===== src/rtl/rv32i_pkg.sv =====
// Shared RV32I definitions for the register-file write-back slice.
//   XLEN             integer data width
//   F3_*             load funct3 encodings
//   wb_entry_t       pending ALU write {rd, data} held in the skid buffer
package rv32i_pkg;

  localparam int unsigned XLEN = 32;

  localparam logic [2:0] F3_LB  = 3'b000;
  localparam logic [2:0] F3_LH  = 3'b001;
  localparam logic [2:0] F3_LW  = 3'b010;
  localparam logic [2:0] F3_LBU = 3'b100;
  localparam logic [2:0] F3_LHU = 3'b101;

  typedef struct packed {
    logic [4:0]      rd;
    logic [XLEN-1:0] data;
  } wb_entry_t;

endpackage


===== src/rtl/wb_load_align.sv =====
// Load data formatter: extracts the addressed byte/halfword from an aligned
// memory word and sign- or zero-extends it according to funct3.
//   funct3  load type
//   offset  byte address bits [1:0]; bit 0 ignored for halfwords
//   word    raw aligned memory word
//   data    formatted register value ('0 when funct3 is not a load type)
//   valid   funct3 is one of LB/LH/LW/LBU/LHU
module wb_load_align
  import rv32i_pkg::*;
#(
  parameter int unsigned XLEN = rv32i_pkg::XLEN
) (
  input  logic [2:0]      funct3,
  input  logic [1:0]      offset,
  input  logic [XLEN-1:0] word,
  output logic [XLEN-1:0] data,
  output logic            valid
);

  logic [7:0]  byte_sel;
  logic [15:0] half_sel;

  always_comb begin
    byte_sel = word[{offset, 3'b000} +: 8];
    half_sel = offset[1] ? word[31:16] : word[15:0];
    data     = '0;
    valid    = 1'b0;
    unique case (funct3)
      F3_LB:  begin data = {{(XLEN-8){byte_sel[7]}}, byte_sel};   valid = 1'b1; end
      F3_LH:  begin data = {{(XLEN-16){half_sel[15]}}, half_sel}; valid = 1'b1; end
      F3_LW:  begin data = word;                                  valid = 1'b1; end
      F3_LBU: begin data = {{(XLEN-8){1'b0}}, byte_sel};          valid = 1'b1; end
      F3_LHU: begin data = {{(XLEN-16){1'b0}}, half_sel};         valid = 1'b1; end
      default: ;
    endcase
  end

endmodule


===== src/rtl/regfile_writeback.sv =====
// Write-side controller for the RV32I integer register file.
// Merges load responses (highest priority), buffered ALU results and direct
// ALU results into the single registered write port we3/address3/wd3, and
// tracks pending loads so decode can stall on rs1/rs2 hazards.
//   clk, rst            clock; asynchronous active-low reset
//   alu_*               ALU result valid/ready handshake with rd and data
//   ld_issue(_rd)       load issued to memory; marks rd busy
//   ld_*                load response (always accepted), formatted by funct3
//   rs1/rs2_addr,_busy  decode hazard query
//   fwd1/fwd2_*         write-port forwarding (REGFILE_WB_FORWARD_EN only)
//   we3/address3/wd3    registered register-file write port
// Macro REGFILE_WB_FORWARD_EN: forward the in-flight write instead of
// reporting it as busy.
module regfile_writeback
  import rv32i_pkg::*;
#(
  parameter int unsigned XLEN           = rv32i_pkg::XLEN,
  parameter int unsigned ALU_FIFO_DEPTH = 2
) (
  input  logic            clk,
  input  logic            rst,
  input  logic            alu_valid,
  output logic            alu_ready,
  input  logic [4:0]      alu_rd,
  input  logic [XLEN-1:0] alu_data,
  input  logic            ld_issue,
  input  logic [4:0]      ld_issue_rd,
  input  logic            ld_valid,
  input  logic [4:0]      ld_rd,
  input  logic [2:0]      ld_funct3,
  input  logic [1:0]      ld_offset,
  input  logic [XLEN-1:0] ld_word,
  input  logic [4:0]      rs1_addr,
  input  logic [4:0]      rs2_addr,
  output logic            rs1_busy,
  output logic            rs2_busy,
  output logic            fwd1_valid,
  output logic [XLEN-1:0] fwd1_data,
  output logic            fwd2_valid,
  output logic [XLEN-1:0] fwd2_data,
  output logic            we3,
  output logic [4:0]      address3,
  output logic [XLEN-1:0] wd3
);

  localparam int unsigned PW = $clog2(ALU_FIFO_DEPTH);
  localparam int unsigned CW = PW + 1;

  wb_entry_t       fifo_q [ALU_FIFO_DEPTH];
  logic [PW-1:0]   rd_ptr, wr_ptr;
  logic [CW-1:0]   count;
  logic [31:0]     busy_q, busy_n;

  logic            full, empty, alu_acc, do_pop, do_byp, do_push;
  wb_entry_t       head;
  logic [XLEN-1:0] ld_fmt;
  logic            ld_fmt_valid;
  logic            wr_en;
  logic [4:0]      wr_addr;
  logic [XLEN-1:0] wr_data;
  logic            hit1, hit2, infl1, infl2;

  wb_load_align #(.XLEN(XLEN)) u_align (
    .funct3 (ld_funct3),
    .offset (ld_offset),
    .word   (ld_word),
    .data   (ld_fmt),
    .valid  (ld_fmt_valid)
  );

  // Source selection: load > FIFO head > direct bypass (FIFO empty only,
  // which keeps ALU results in order). Accepted ALU results that are not
  // bypassed are pushed, including rd=0 ones, so their handshake completes.
  always_comb begin
    full      = (count == CW'(ALU_FIFO_DEPTH));
    empty     = (count == '0);
    alu_ready = !full;
    alu_acc   = alu_valid && !full;
    do_pop    = !ld_valid && !empty;
    do_byp    = !ld_valid && empty && alu_acc;
    do_push   = alu_acc && !do_byp;
    head      = fifo_q[rd_ptr];
    wr_en     = 1'b0;
    wr_addr   = '0;
    wr_data   = '0;
    if (ld_valid) begin
      wr_en   = ld_fmt_valid && (ld_rd != '0);
      wr_addr = ld_rd;
      wr_data = ld_fmt;
    end else if (do_pop) begin
      wr_en   = (head.rd != '0);
      wr_addr = head.rd;
      wr_data = head.data;
    end else if (do_byp) begin
      wr_en   = (alu_rd != '0);
      wr_addr = alu_rd;
      wr_data = alu_data;
    end
  end

  // Set after clear so a same-cycle issue keeps the register busy.
  always_comb begin
    busy_n = busy_q;
    if (ld_valid) busy_n[ld_rd] = 1'b0;
    if (ld_issue && (ld_issue_rd != '0)) busy_n[ld_issue_rd] = 1'b1;
  end

  always_ff @(posedge clk or negedge rst) begin
    if (!rst) begin
      we3      <= 1'b0;
      address3 <= '0;
      wd3      <= '0;
      rd_ptr   <= '0;
      wr_ptr   <= '0;
      count    <= '0;
      busy_q   <= '0;
      for (int unsigned i = 0; i < ALU_FIFO_DEPTH; i++) fifo_q[i] <= '0;
    end else begin
      we3    <= wr_en;
      busy_q <= busy_n;
      if (wr_en) begin
        address3 <= wr_addr;
        wd3      <= wr_data;
      end
      if (do_push) begin
        fifo_q[wr_ptr] <= '{rd: alu_rd, data: alu_data};
        wr_ptr         <= wr_ptr + PW'(1);
      end
      if (do_pop) rd_ptr <= rd_ptr + PW'(1);
      unique case ({do_push, do_pop})
        2'b10:   count <= count + CW'(1);
        2'b01:   count <= count - CW'(1);
        default: ;
      endcase
    end
  end

  // Hazard terms: pending load, buffered ALU write, and the write on the port
  // now (the register file only sees it at the next edge).
  always_comb begin
    hit1 = 1'b0;
    hit2 = 1'b0;
    for (int unsigned i = 0; i < ALU_FIFO_DEPTH; i++) begin
      if (CW'(i) < count) begin
        if (fifo_q[rd_ptr + PW'(i)].rd == rs1_addr) hit1 = 1'b1;
        if (fifo_q[rd_ptr + PW'(i)].rd == rs2_addr) hit2 = 1'b1;
      end
    end
    infl1 = we3 && (address3 == rs1_addr);
    infl2 = we3 && (address3 == rs2_addr);
`ifdef REGFILE_WB_FORWARD_EN
    rs1_busy   = (rs1_addr != '0) && (busy_q[rs1_addr] || hit1);
    rs2_busy   = (rs2_addr != '0) && (busy_q[rs2_addr] || hit2);
    fwd1_valid = (rs1_addr != '0) && infl1;
    fwd2_valid = (rs2_addr != '0) && infl2;
    fwd1_data  = fwd1_valid ? wd3 : '0;
    fwd2_data  = fwd2_valid ? wd3 : '0;
`else
    rs1_busy   = (rs1_addr != '0) && (busy_q[rs1_addr] || hit1 || infl1);
    rs2_busy   = (rs2_addr != '0) && (busy_q[rs2_addr] || hit2 || infl2);
    fwd1_valid = 1'b0;
    fwd2_valid = 1'b0;
    fwd1_data  = '0;
    fwd2_data  = '0;
`endif
  end

endmodule


===== config.mk =====
export PLATFORM = sky130hd
export DESIGN_NAME = regfile_writeback
export DESIGN_NICKNAME = d
export VERILOG_FILES = /design/src/rtl/rv32i_pkg.sv /design/src/rtl/wb_load_align.sv /design/src/rtl/regfile_writeback.sv
export SDC_FILE = /design/constraint.sdc
export NUM_CORES = 1
export LEC_CHECK = 0
export CAP_MARGIN = 0
export CORE_MARGIN = 1.5
export CORE_UTILIZATION = 25
export CTS_CLUSTER_DIAMETER = 30
export CTS_CLUSTER_SIZE = 14
export DETAILED_ROUTE_END_ITERATION = 10
export HOLD_SLACK_MARGIN = 0.02
export SYNTH_ARGS = -nofsm -noshare
export SYNTH_HDL_FRONTEND = slang
export SYNTH_SLANG_ARGS = --single-unit

===== constraint.sdc =====
create_clock -name clk -period 4.5 [get_ports clk]
set_input_delay 0.45 -clock clk [delete_from_list [all_inputs] [get_ports clk]]
set_output_delay 0.45 -clock clk [all_outputs]
set_load 0.02 [all_outputs]

; ---- Yosys cells after proc, flatten, opt, wreduce, memory -nomap -nowiden
; Index checks and enable logic that the tools add are counted.
[classes]
addsub = 4
order_cmp = 12
n_eq_ne = 13
n_shift = 1
muxes = 40
n_bitwise = 6
reduce_logical = 32
[ops]
columns = op, n
row1 = 37-bit 2-to-1 mux, 7
row2 = 32-bit 2-to-1 mux, 5
row3 = 32-bit one-hot mux with 5 select lines, 1
row4 = 74-bit bitwise mux, 1
row5 = 37-bit demux with 1-bit select, 1
row6 = 32-bit AND, 1
row7 = 32-bit inverter, 1
row8 = 32-bit OR, 1
row9 = 32-bit by 6-bit variable part select with 8-bit output, 1
row10 = 5-bit equality test, 6
row11 = 5-bit nonzero test, 6
row12 = "5-bit by 6-bit less-than comparator with 1-bit output, second input constant", 4
row13 = 1-bit 2-to-1 mux, 16
row14 = 16-bit 2-to-1 mux, 1
row15 = 5-bit 2-to-1 mux, 3
row16 = 1-bit logical AND, 14
row17 = 1-bit binary-select mux with 5-bit select, 2
row18 = 1-bit demux with 5-bit select, 2
row19 = "5-bit by 1-bit greater-or-equal comparator with 1-bit output, second input constant", 2
row20 = "3-bit equality test, second input constant", 2
row21 = "2-bit greater-or-equal comparator, second input constant", 3
row22 = 1-bit inverter with 2-bit output, 3
row23 = 5-bit OR reduction, 1
row24 = "2-bit equality test, second input constant", 2
row25 = 14 further kinds, 22
[word_totals]
reg_bits = 148
in_bits = 99
output_inout_bits = 107
word_cells = 119

; ---- Logic depth before layout (Yosys ltp)
[depth]
depth_word = 12
depth_mapped = 11
depth_no_buf = 8

; ---- Modules after synthesis
; From an unflattened synthesis, not the netlist that was laid out.
[hier_totals]
cells_unflattened = 813
area_unflattened_um2 = 9004.9
[modules_own_cells]
columns = module, instances, cells_each, area_per_inst_um2, seq_area_each_um2
row1 = regfile_writeback, 1, 702, 8172.8, 3703.6
row2 = wb_load_align, 1, 111, 832.0, 0.0

; ---- Least setup slack after synthesis
; No wires, ideal clock.
[synth_path]
path_type = input to output
from = input rs1_addr[2]
to = output rs1_busy
arrival_time_ps = 2067
required_ps = 4050
slack_ps = 1983
cell_stages = 8
path_buffers = 2
cell_sequence = buf_2 > buf_2 > mux4_2 > o211ai_1 > o21ai_0 > o31a_1 > nor4_1 > a21oi_1
[synth_via]
elab_chain_len = 8
word_cells_on_any_way = 14
cone_classes = eq/ne: 3 / mux: 6 / reduce/logical: 5
[synth_rtl]
columns = element, line_no
row1 = from (decl), regfile_writeback.sv:33  ; input logic [4:0] rs1_addr,
row2 = 5-bit equality test, regfile_writeback.sv:145  ; if (fifo_q[rd_ptr + PW'(i)].rd == rs1_addr) hit1 = 1'b1;
row3 = 1-bit 2-to-1 mux, regfile_writeback.sv:145
row4 = 1-bit 2-to-1 mux, regfile_writeback.sv:144  ; if (CW'(i) < count) begin
row5 = 1-bit 2-to-1 mux, regfile_writeback.sv:145
row6 = 1-bit 2-to-1 mux, regfile_writeback.sv:144
row7 = 1-bit logical OR (2 in series), regfile_writeback.sv:159  ; rs1_busy = (rs1_addr != '0) && (busy_q[rs1_addr] || hit1 || infl1);
row8 = 1-bit logical AND (*), regfile_writeback.sv:159
row9 = to (decl), regfile_writeback.sv:35  ; output logic rs1_busy,
; Mark *: on every way between the ends. The rest lies on a longest branch, timed or not. The select of a mux whose other input is x is not followed.

; ---- Worst setup path after layout
[layout_path]
from = input rs1_addr[0]
to = output rs1_busy
; The elaborated chain is that of the path after synthesis.

==> impl_metrics.py <==
metrics = {
    "sta": {
        "worst_pin_slew_ps": 914,
        "skew_ps": 8.58,
        "final_hold_viol_count": 0,
        "fin_hold_ws_ps": 85.3,
        "fmax_ghz": 0.265,
        "rsz0062_at_grt": "no",
        "period_minus_slack_ps": 3780,
        "layout_setup_ws_ps": 720,
        "period_share_pct": 84.0,
        "setup-tns-final_ps": 0,
        "setup_viol_count_final": 0,
        "slew_violations": 0,
        "relSlewSlack_pct": 39.0,
    },
    "drt": {
        "detail_route.wl_per_cell_um": 19.4,
        "drc_errors": 0,
        "wirelength_mm": 26.6,
        "firstDrtPassIters": 7,
        "viasPerCell": 4.99,
        "vias": 6830,
        "drt-initial-drc-count": 456,
        "ant_nets": 0,
    },
    "placement": {
        "portBuffers": 139,
        "place_congestion": 0.930,
        "place_area_mm2": 0.0104,
        "hpwl_mm": 19.0,
        "place_inst": 1338,
        "place_ws_ps": 709,
    },
    "setup_path": {
        "cp_slowest_stage_delay_ps": 800,
        "r2r-end": "wd3[20]",
        "required_ps": 4050,
        "ff2ff_path_depth": 7,
        "reg2reg_slack_ps": 1870,
        "critPathKind": "primary input to output port",
        "critPathCaptureType": "output port",
        "cpMaxStageDelayCell": "clkdlybuf4s50_1",
        "cp.arrival_ps": 3330,
        "start_kind": "primary input",
        "r2r-start": "rd_ptr",
        "crit_chain": "clkdlybuf4s50_1 > buf_4 > mux4_2 > o211a_1 > o31a_1 > nor4_1 > a21oi_1 > clkdlybuf4s50_1",
        "cpMostUsedCell": "clkdlybuf4s50_1",
        "path_max_fanout": 9,
    },
    "synth": {
        "synth_flop_cell": "dfrtp_1",
        "syn_area_mm2": 0.00881,
        "synth_cell_types": 46,
        "async_reset_ff_share_pct": 100,
        "ys_seq_elements": 148,
        "ys_seq_area_share_pct": 42.1,
        "syn_area_per_cell_um2": 11.2,
        "synth_cells": 785,
        "synth-edff-count": 0,
        "synth_warnings": 0,
    },
    "status": {
        "outcome": "finished, final reports clean",
    },
    "cts": {
        "cts_tree": "yes",
        "cts_buffer_depth": 2,
        "hold_buffers": 0,
        "clkSlewWorstSetupHoldPaths_ps": 70,
        "post-cts-setup-buffer-count": 0,
        "cts_root_buf": "clkbuf_16",
        "clk_latency_ps": 430,
        "htreeDepth": 4,
        "numCtsBuffers": 17,
        "cts-resized-gates": 0,
        "clock_sinks": 148,
    },
    "floorplanning": {
        "die_w_um": 191,
        "initial_core_util_pct": 25.4,
        "rows": 68,
        "chipHeight_um": 191,
        "die_area_mm2": 0.0364,
        "ios": 206,
        "fp.coreArea_mm2": 0.0346,
    },
    "finish": {
        "stdcell_area_mm2": 0.0110,
        "layout.cells.non_filler": 1370,
        "drive_above_1_share_pct": 20.5,
        "fin_nets": 1005,
        "fillCellCount": 3527,
        "final_common_cell": "dfrtp_1",
        "final_util_pct": 31.8,
        "multi_input_area_mm2": 0.00457,
        "seqCellArea_mm2": 0.00370,
        "n_antenna_cell": 0,
        "final_cell_mix": "dfrtp_1 (147), clkdlybuf4s50_1 (138), mux2_2 (114)",
        "area_growth_pct": 25.0,
    },
    "grt": {
        "grt_start_max_net_pins": 95,
        "antenna_found_initial": 1,
        "grt_first_pass_wirelength_mm": 41.1,
        "grt_pass1_vias": 6688,
        "grt_usage_pct": 14.8,
        "overflow": 0,
    },
    "power": {
        "p_leak_nw": 4.53,
        "powerDensity_mw_per_mm2": 617,
        "clkPwrFrac_pct": 21.8,
        "intPower_mw": 4.32,
        "switchingPower_mw": 2.47,
        "p_seq_share_pct": 35.8,
        "power.total_mw": 6.79,
        "combPwrFrac_pct": 42.4,
        "max-vdd-ir-drop_mv": 0.257,
        "switching_share_pct": 36.4,
    },
    "flow_run": {
        "drv_cap": 0,
    },
    "worst_hold_path": {
        "hp-class": "primary input to asynchronous set/reset pin",
    },
}
-- layout make-up --
cell class                 count  share of cell area, %
sequential                   148                   33.7
timing repair buffer         155                   14.0
clock inverter                13                   1.55
tap                          455                   5.17
clock buffer                  19                   3.93
multi-input combinational    574                   41.5
inverter                       6                  0.205
-- registers in the layout, summed over array words and instances, names as in the netlist --
signal    count
busy_q       32
wr_ptr        1
we3           1
address3      5
rd_ptr        1
wd3          32
fifo_q       74
count         2
-- layer usage --
metal | share of wire [%] | GRT usage, % | wire (um) | vias to the layer above
li1 | - | - | - | 3055
met1 | 44 | 20.2 | 11700 | 3478
met2 | 49 | 23.8 | 13000 | 265
met3 | 5.3 | 2.47 | 1420 | 32
met4 | 1.9 | 4.57 | 510 | 0
met5 | 0 | 0 | 0 | -
-- synth_stat cells (9+ instances only) --
library cell | instances | area share [%]
buf_2 | 21 | 1.2
mux2_2 | 114 | 15
nand3b_1 | 10 | 0.85
a21o_1 | 16 | 1.4
a21oi_1 | 42 | 2.4
nor2_1 | 55 | 2.3
mux2i_1 | 15 | 1.7
xor2_1 | 21 | 2.1
buf_4 | 67 | 5.7
mux4_2 | 17 | 4.3
xnor2_1 | 13 | 1.3
clkbuf_1 | 24 | 1.0
o21ai_0 | 68 | 3.9
dfrtp_1 | 148 | 42
a222oi_1 | 32 | 3.6
a221o_1 | 15 | 1.7
and3_1 | 9 | 0.64
-- kinds of logic after synthesis --
group,synth area share [%]
xor gates and xnor gates,3.38
adders and majority gates,0.568
AOI/OAI and AO/OA,14.5
muxes,23.0
and+or+nand+nor,7.42
buffers and inverters,9.05
other,0.0426
DFF,42.1
-- critical path: cells and delay by family --
family / cells / cell delay (ps)
buffers and inverters: 3 / 1610
AND/OR/NAND/NOR: 1 / 270
AO/OA/AOI/OAI: 3 / 510
multiplexers: 1 / 490
-- power groups by stage --
stage	combinational [mW]	sequential (mW)	clock (mW)
floorplan	1.87	2.44	0
global placement	2.86	2.43	0
detailed placement	2.90	2.44	0
CTS	2.91	2.43	1.51
global route	3.13	2.51	1.57
finish	2.88	2.43	1.48
-- worst max-delay path by stage --
stage | from | endpoint | slack (ps)
floorplan | rs1_addr[2] | rs1_busy | 1980
global placement | rs2_addr[0] | rs2_busy | 710
detailed placement | rs1_addr[0] | rs1_busy | 710
CTS | rd_ptr | rs1_busy | 710
global route | rd_ptr | rs1_busy | 550
finish | rs1_addr[0] | rs1_busy | 720
(Power assumes the default switching activity.)
